### config.mk
export PLATFORM = sky130hd
export DESIGN_NAME = fill_engine
export DESIGN_NICKNAME = d
export VERILOG_FILES = /design/src/rtl/gfx_pkg.sv /design/src/rtl/fill_engine_stepper.sv /design/src/rtl/fill_engine.sv
export SDC_FILE = /design/constraint.sdc
export NUM_CORES = 1
export LEC_CHECK = 0
export ABC_AREA = 1
export CAP_MARGIN = 20
export CORE_UTILIZATION = 32
export CTS_BUF_LIST = sky130_fd_sc_hd__clkbuf_8
export DETAILED_ROUTE_END_ITERATION = 12
export GPL_TIMING_DRIVEN = 0
export PLACE_DENSITY_LB_ADDON = 0.2
export SLEW_MARGIN = 20
export SYNTH_ARGS = -nofsm -noshare
export SYNTH_HDL_FRONTEND = slang
export SYNTH_HIERARCHICAL = 1
export SYNTH_SLANG_ARGS = --single-unit
### constraint.sdc
create_clock -name clock -period 2.2 [get_ports clock]
set_input_delay 0.22 -clock clock [delete_from_list [all_inputs] [get_ports clock]]
set_output_delay 0.22 -clock clock [all_outputs]
set_load 0.02 [all_outputs]
### src/rtl/gfx_pkg.sv
// Shared graphics definitions: screen geometry defaults, pending-write entry
// layout and the fill engine state encoding.
package gfx_pkg;

    localparam int SCREEN_WIDTH_DEFAULT  = 320;
    localparam int SCREEN_HEIGHT_DEFAULT = 240;

    typedef struct packed {
        logic [16:0] address;
        logic [7:0]  data;
    } pixel_write_t;

    typedef enum logic [0:0] {
        IDLE = 1'b0,
        FILL = 1'b1
    } fill_state_t;

    // Framebuffer address is row-major with a 512-column pitch.
    function automatic logic [16:0] pixel_address(input logic [7:0] y, input logic [8:0] x);
        return {y, x};
    endfunction

endpackage

### src/rtl/fill_engine_stepper.sv
// Row-major raster walker over a latched rectangle; coordinates are kept widened
// so that right/bottom edges beyond the 9/8-bit address space never wrap.
import gfx_pkg::*;

module raster_stepper (
    input  logic       clock,
    input  logic       reset,
    input  logic       i_load,
    input  logic       i_step,
    input  logic [8:0] i_x0,
    input  logic [7:0] i_y0,
    input  logic [8:0] i_width,
    input  logic [7:0] i_height,
    output logic [9:0] o_cx,
    output logic [8:0] o_cy,
    output logic       o_last
);

    logic [9:0] r_cx;
    logic [8:0] r_cy;
    logic [9:0] r_x0;
    logic [9:0] r_x1;
    logic [8:0] r_y1;

    logic w_row_end;
    logic w_col_end;

    assign w_row_end = ((r_cx + 10'd1) == r_x1);
    assign w_col_end = ((r_cy + 9'd1) == r_y1);

    // Position and rectangle bounds: load on accept, advance one pixel per step.
    always_ff @(posedge clock) begin
        if (!reset) begin
            r_cx <= 10'd0;
            r_cy <= 9'd0;
            r_x0 <= 10'd0;
            r_x1 <= 10'd0;
            r_y1 <= 9'd0;
        end else if (i_load) begin
            r_x0 <= {1'b0, i_x0};
            r_x1 <= {1'b0, i_x0} + {1'b0, i_width};
            r_y1 <= {1'b0, i_y0} + {1'b0, i_height};
            r_cx <= {1'b0, i_x0};
            r_cy <= {1'b0, i_y0};
        end else if (i_step) begin
            if (w_row_end) begin
                r_cx <= r_x0;
                r_cy <= r_cy + 9'd1;
            end else begin
                r_cx <= r_cx + 10'd1;
            end
        end
    end

    assign o_cx   = r_cx;
    assign o_cy   = r_cy;
    assign o_last = w_row_end & w_col_end;

endmodule

### src/rtl/fill_engine.sv
// Rectangle fill engine: accepts a fill command and pushes one clipped pixel
// write per cycle into the memory manager's pending-write FIFO.
import gfx_pkg::*;

module fill_engine #(
    parameter int SCREEN_WIDTH  = SCREEN_WIDTH_DEFAULT,
    parameter int SCREEN_HEIGHT = SCREEN_HEIGHT_DEFAULT
) (
    input  logic        clock,
    input  logic        reset,
    input  logic        cmdValid,
    output logic        cmdReady,
    input  logic [8:0]  cmdX,
    input  logic [7:0]  cmdY,
    input  logic [8:0]  cmdWidth,
    input  logic [7:0]  cmdHeight,
    input  logic [7:0]  cmdColor,
    output logic [24:0] pendingWriteQueueWriteBus,
    output logic        pendingWriteQueueWriteRequest,
    input  logic        pendingWriteQueueWriteFull,
    output logic        busy,
    output logic        fillDone
);

    fill_state_t r_state;
    fill_state_t w_next_state;
    logic        r_fill_done;
    logic        w_fill_done_next;
    logic [7:0]  r_color;

    logic [9:0]   w_cx;
    logic [8:0]   w_cy;
    logic         w_last;
    logic         w_busy;
    logic         w_ready;
    logic         w_accept;
    logic         w_empty_cmd;
    logic         w_in_bounds;
    logic         w_push;
    logic         w_step;
    pixel_write_t w_pixel;

    assign w_busy      = (r_state == FILL);
    assign w_ready     = reset & (r_state == IDLE);
    assign w_accept    = cmdValid & w_ready;
    assign w_empty_cmd = (cmdWidth == 9'd0) | (cmdHeight == 8'd0);
    assign w_in_bounds = (w_cx < 10'(SCREEN_WIDTH)) & (w_cy < 9'(SCREEN_HEIGHT));
    assign w_push      = reset & w_busy & w_in_bounds & ~pendingWriteQueueWriteFull;
    // Off-screen pixels are skipped regardless of FIFO backpressure.
    assign w_step      = w_busy & (~w_in_bounds | ~pendingWriteQueueWriteFull);

    raster_stepper u_stepper (
        .clock    (clock),
        .reset    (reset),
        .i_load   (w_accept),
        .i_step   (w_step),
        .i_x0     (cmdX),
        .i_y0     (cmdY),
        .i_width  (cmdWidth),
        .i_height (cmdHeight),
        .o_cx     (w_cx),
        .o_cy     (w_cy),
        .o_last   (w_last)
    );

    // Next-state and completion-pulse decode.
    always_comb begin
        w_next_state     = r_state;
        w_fill_done_next = 1'b0;
        case (r_state)
            IDLE: begin
                if (w_accept && !w_empty_cmd) begin
                    w_next_state = FILL;
                end else if (w_accept) begin
                    w_fill_done_next = 1'b1;
                end else begin
                    w_next_state = IDLE;
                end
            end
            FILL: begin
                if (w_step && w_last) begin
                    w_next_state     = IDLE;
                    w_fill_done_next = 1'b1;
                end else begin
                    w_next_state = FILL;
                end
            end
            default: begin
                w_next_state = IDLE;
            end
        endcase
    end

    // State, done pulse and latched fill colour.
    always_ff @(posedge clock) begin
        if (!reset) begin
            r_state     <= IDLE;
            r_fill_done <= 1'b0;
            r_color     <= 8'd0;
        end else begin
            r_state     <= w_next_state;
            r_fill_done <= w_fill_done_next;
            if (w_accept) begin
                r_color <= cmdColor;
            end
        end
    end

    // Current pixel entry; the bus is parked at zero when no command is active.
    always_comb begin
        w_pixel.address = pixel_address(w_cy[7:0], w_cx[8:0]);
        w_pixel.data    = r_color;
        if (w_busy) begin
            pendingWriteQueueWriteBus = w_pixel;
        end else begin
            pendingWriteQueueWriteBus = 25'd0;
        end
    end

    assign pendingWriteQueueWriteRequest = w_push;
    assign cmdReady                      = w_ready;
    assign busy                          = w_busy;
    assign fillDone                      = r_fill_done;

endmodule
==> impl_results.md <==
- Yosys top cell by area: dfxtp_1
- Buffers & Inverters on Critical Path: 0
- Async S/R FF share, synth: 0%
- Power Density: 544 mW/mm^2
- Met1 usage: 24.3%
- Crit path DAT: 2.34 ns
- EDFF count, synth: 0
- Drt via density: 4.85
- Final setup fails: 0
- RSZ-0062 raised after global routing: true
- Area of the multi-input gates: 0.00255 mm^2
- Register Area: 0.00116 mm^2
- Vias: 4,330
- Synth unique cells: 40
- N_diodes: 0
- H-Tree Depth: 3
- Synth Cell Area: 0.00402 mm^2
- TritonCTS clock tree: built
- Worst skew pair latency: 0.35 ns
- Per-cell routed wire length: 13.3 um
- Final WL: 11,900 um
- Avg Cell Area, Syn: 6.44 um^2
- CP required: 2.44 ns
- DRC: 0
- Die Span Y: 114 um
- Initial antenna violation count: 0
- Max-Cap Viols: 0
- Grt total ovfl: 0
- Post-Syn Instances: 624
- Grt peak-use layer: met2
- Yosys top cell area share: 28.4%
- Max-slew violation count: 0
- Cell area after layout: 0.00541 mm^2
- Run status: complete, no violations
- Drt first pass iters: 5
- First-pass GRT wire length: 18,400 um
- Crit end category: register
- Post-synth net total: 691
- CTS Buffer Depth: 2
- Largest net degree at the start of global routing: 12
- Fillers: 1,320
- Crit-path most repeated cell: nand2_1
- Total CTS buffers: 9
- Post-CTS Hold Fix Bufs: 0
- Die ar.: 0.0130 mm^2
- Worst-path cell chain: ha_4 > nand4_1 > nor3_2 > nand2_1 > xor2_2 > xor2_1 > nand4_1 > nor2_1 > nand3_2 > nand2_1 > nand2_1
- Max rail drop VDD: 0.234 mV
- Synth area leaders: dfxtp_1 (28%), nand2_1 (17%), nand3_1 (8.5%)
- Critical path startpoint category: register
- Post-synthesis sequential area ratio: 28.4%
- Root buffer cell: clkbuf_8
- Die width: 114 um
- #FFs+latches synth: 57
- Final Hold Viols: 0
- Nets: 787
- Share of layout cells above drive strength 1: 13.4%
- DP HPWL: 9310 um
- Placeable Area: 0.0121 mm^2
- First-iteration detailed-routing DRC count: 332
- I/O Pins: 75
- Slowest-stage cell, CP: dfxtp_4
- Leakage power: 0.00245 uW
- Synthesis Warnings: 6
- GR Util met2: 28.8%
- Layout area overhead: 34.8%
- Total GRT Usage: 18.3%
- Crit-path max FO: 4
- Max frequency: 0.474 GHz
- Final Skew: 0.00979 ns
- Row cnt: 40
- Antenna Nets Post-Route: 0
- Number of global-route vias before repair: 3,755
- Post-DP Area: 0.00497 mm^2
- # port buffers: 74
- CP peak stage delay: 0.38 ns
- Fin util: 44.7%
- Worst-path clk slew: 0.07 ns
- Hold Crit Class: input pin to register
- Fin crit share: 95.8%
- Least-Margin Pin Slew: 0.583 ns
- Worst setup margin: 0.0919 ns
- Post-route insts no fill: 892
- Met3 GRT Util: 3.72%
- Pre-CTS WS: -0.747 ns
- # clock sinks: 57
- Max_slew headroom: 61.1%
- Post-layout min period: 2.11 ns
- Delay-heaviest family, CP: simple AND/OR/NAND/NOR gates
- Ys flop type: dfxtp_1
- Initial Utilization: 33.2%
- Final GP Congestion: 0.915
- WS Path Type: register to register
- Placed insts: 866
==> cells by family after synthesis <==
logic type,after synthesis,share of synthesized area (%)
adder cells (fa/ha/maj),21,6.92
AO/OA/AOI/OAI,108,15.8
XOR/XNOR,12,2.62
AND/OR/NAND/NOR,320,35.4
buffers and inverters,106,10.8
flip-flops,57,28.4
==> worst register-to-register path: cells and delay by family, from the launching register on <==
family,cells,cell delay (ns)
simple gates,8,1.11
flops,1,0.38
xor+xnor,2,0.37
fa+ha+maj,1,0.15
==> through the flow <==
stage	hold WS [ns]	setup TNS [ns]	power, uW
floorplan	0.337	0	1640
global placement	0.457	-21.75	1910
detailed placement	0.465	-21.36	1920
CTS	0.436	0	2910
global route	0.445	-0.231	3100
finish	0.449	0	2950
==> final timing paths <==
path,from,endpoint,slack [ns],cells past startpoint
hold / removal,cmdColor[0],r_color[0]$_SDFFE_PN0P_,0.45,3
setup reg to reg,u_stepper/o_cy[1]$_SDFFE_PN0P_,busy$_SDFF_PN0_,0.09,11
setup / recovery,u_stepper/o_cy[1]$_SDFFE_PN0P_,busy$_SDFF_PN0_,0.09,11
hold reg to reg,r_color[5]$_SDFFE_PN0P_,r_color[5]$_SDFFE_PN0P_,0.47,2
==> synthesized netlist by cell type (all sizes together), types with 3 or more instances <==
master,n
inv,85
clkbuf,8
a21oi,39
buf,9
o21ai,37
o22ai,13
dfxtp,57
clkinv,4
nor3,4
or2,5
nand4,10
a21boi,8
ha,19
xor2,10
nand2,184
nand3,72
nor2,42
a31oi,3
==> metal layers <==
metal	part of all wire, %	wire length [um]
met1	47	5570
met2	45	5320
met3	5.6	669
met4	2.5	301
met5	0	0
==> final cells by class <==
class / count / share of cell area (%)
Buffer: 17 / 2.13
Clock buffer: 11 / 2.80
Clock inverter: 4 / 0.809
Inverter: 89 / 6.40
Multi-Input combinational cell: 461 / 47.1
Sequential cell: 57 / 21.5
Tap cell: 168 / 3.88
Timing Repair Buffer: 85 / 15.4
==> power by group <==
group	leakage (uW)	internal (uW)	total [uW]	switching, uW
combinational	0.00188	346	805	460
clock	0.000106	570	984	414
sequential	0.000470	1100	1160	60.2
==> cells in the final DEF (no fill, tap or decap), types with 4 or more instances in the layout <==
master / count
o21ai_0: 28
nor2_1: 31
xor2_1: 9
o21ai_2: 8
buf_4: 11
nand2_2: 10
a21oi_1: 38
clkbuf_8: 11
dfxtp_1: 48
dfxtp_2: 5
clkdlybuf4s50_1: 70
a21boi_0: 8
o22ai_1: 13
clkbuf_1: 5
dfxtp_4: 4
nand2_1: 172
inv_1: 86
nor2_2: 6
nor2_4: 5
nand3_1: 66
nand3_2: 5
nand4_1: 10
dlymetal6s2s_1: 4
ha_1: 17
==> sequential cells by signal, indices dropped and copies added (netlist names) <==
name            flops
u_stepper/o_cx     10
u_stepper/r_x0      9
busy                1
u_stepper/o_cy      9
r_color             8
u_stepper/r_y1      9
fillDone            1
u_stepper/r_x1     10
==> timing repair <==
| item | CTS | global route |
|---|---|---|
| endpoints found under the setup margin | 34 | 58 |
| pin swaps | 0 | 12 |
| buffers inserted | 0 | 11 |
| gates cloned | 0 | 0 |
| resized for setup | 14 | 42 |
Note: power is estimated with default switching activity, not from simulation.
==> edit (same settings) <==
Reset style: asynchronous (`reset`), changed in 2 clocked blocks.
--- a/src/rtl/fill_engine_stepper.sv
+++ b/src/rtl/fill_engine_stepper.sv
@@ -29,7 +29,7 @@
     assign w_col_end = ((r_cy + 9'd1) == r_y1);
 
     // Position and rectangle bounds: load on accept, advance one pixel per step.
-    always_ff @(posedge clock) begin
+    always_ff @(posedge clock or negedge reset) begin
         if (!reset) begin
             r_cx <= 10'd0;
             r_cy <= 9'd0;
--- a/src/rtl/fill_engine.sv
+++ b/src/rtl/fill_engine.sv
@@ -92,7 +92,7 @@
     end
 
     // State, done pulse and latched fill colour.
-    always_ff @(posedge clock) begin
+    always_ff @(posedge clock or negedge reset) begin
         if (!reset) begin
             r_state     <= IDLE;
             r_fill_done <= 1'b0;
Behaviour: differs if reset is asserted again (counterexample within 4 cycles, from zero or initial values and one cycle with reset low); with reset held inactive, the same outputs for 4 cycles.
==> edit against the unedited design <==
  * Count of clock-buffer cells in the layout is 2 higher
  * Design area increased by 1.3%
  * Routed wire length down 4.5%
  * Area after synthesis rose by 2.2%
  * Critical path depth increased by 2
  * Clock skew fell by 0.91 ps
  * Setup slack improved by 17 ps
  * Sequential cell count did not move
  * Critical endpoint is now u_stepper/o_cx[6]
Power is not compared: it rests on default switching activity, and its combinational part moved more than twofold at a synthesized area within 25%.
==> edit: results (changes against the unedited design) <==
Cells and area
  • Fraction of area in multi-input gates: 44.70% (was 47.12%)
  • Fillers: 1317 (was 1320)
  • Non-filler cells, final: 866 (was 892)
  • Area delta synth->final: 33.65% (was 34.80%)
  • # nets final: 756 (was 787)
  • Non-clock buffer count: 100 (was 102)
  • Final-layout clock-cell area share: 3.512% (was 3.605%)
  • Sequential cell area: 1429 um^2 (was 1162 um^2)
  • # clk buffers: 13 (was 11)
  • Inverters: 69 (was 89)

Drt
  • Met3 wire len: 455 um (was 669 um)
  • WL met2: 5082 um (was 5321 um)
  • M1 WL: 5611 um (was 5570 um)
  • Wirelength per Cell: 13.08 um (was 13.30 um)
  • Drt via density: 4.672 (was 4.854)

Synthesis
  • Ys flop type: dfrtp_1 (was dfxtp_1)
  • Yosys cell types: 39 (was 40)
  • Post-Synthesis Cells: 594 (was 624)
  • Share of the yosys chip area belonging to registers: 34.75% (was 28.41%)
  • Synth top area cells: dfrtp_1 35%, nand2_1 20%, inv_1 6.1% (was dfxtp_1 28%, nand2_1 17%, nand3_1 8.5%)
  • Post-Syn Nets: 661 (was 691)
  • Synth async-reset ratio: 100.0% (was 0%)

Global route
  • Met2 usage: 29.32% (was 28.77%)
  • First-pass GRT wire length: 18930 um (was 18410 um)
  • Global Route Usage Sum: 18.62% (was 18.30%)
  • Largest net degree at the start of global routing: 43 (was 12)
  • M3 GR Usage: 2.794% (was 3.719%)
  • Vias in the first global route: 3869 (was 3755)

Setup path
  • Critical Path Fanout Max: 10 (was 4)
  • R2r setup slk: 110 ps (was 90 ps)
  • Crit path from: u_stepper/o_cx[1] (was u_stepper/o_cy[1])
  • Critical path's slowest cell: dfrtp_1 (was dfxtp_4)
  • Arrival time at the worst endpoint: 2320 ps (was 2340 ps)

Place
  • Placed cell area: 5086 um^2 (was 4967 um^2)
  • Dpl hpwl: 8984 um (was 9309 um)
  • GPL Wtd Cong: 0.9004 (was 0.9149)

Run status
  • Status: complete, no violations (unchanged)

STA
  • Final Cycle Share: 95.05% (was 95.82%)
  • Skew final: 8.880 ps (was 9.789 ps)
  • Worst slew pin tran: 741.2 ps (was 583.3 ps)
  • Hold slack final: 381.2 ps (was 449.0 ps)
==> edit: cell count changes after synthesis, moves of 11 or more <==
cell | before | now
o22ai_1 | 13 | 2
a21oi_1 | 39 | 22
dfxtp_1 | 57 | 0
dfrtp_1 | 0 | 57
nand2_1 | 177 | 215
inv_1 | 85 | 67
nand3_1 | 68 | 37
==> edit: cells by family after synthesis <==
logic type      after synthesis  share of synthesized area, %
flops                        57                         34.75
mux                           1                        0.2438
simple gates                324                         33.68
compound gates               92                         13.17
xor+xnor                     14                         2.987
buf+inv                      85                         8.412
fa+ha+maj                    21                         6.766
==> edit: repair_timing <==
item / 4_1_cts / 5_1_grt
buffers inserted: 2 / 5
pin swaps: 1 / 14
endpoints found under the setup margin: 22 / 47
endpoints found under the hold margin: 16 / 0
hold buffers: 2 / 0
resized for setup: 7 / 38
gates cloned: 0 / 0
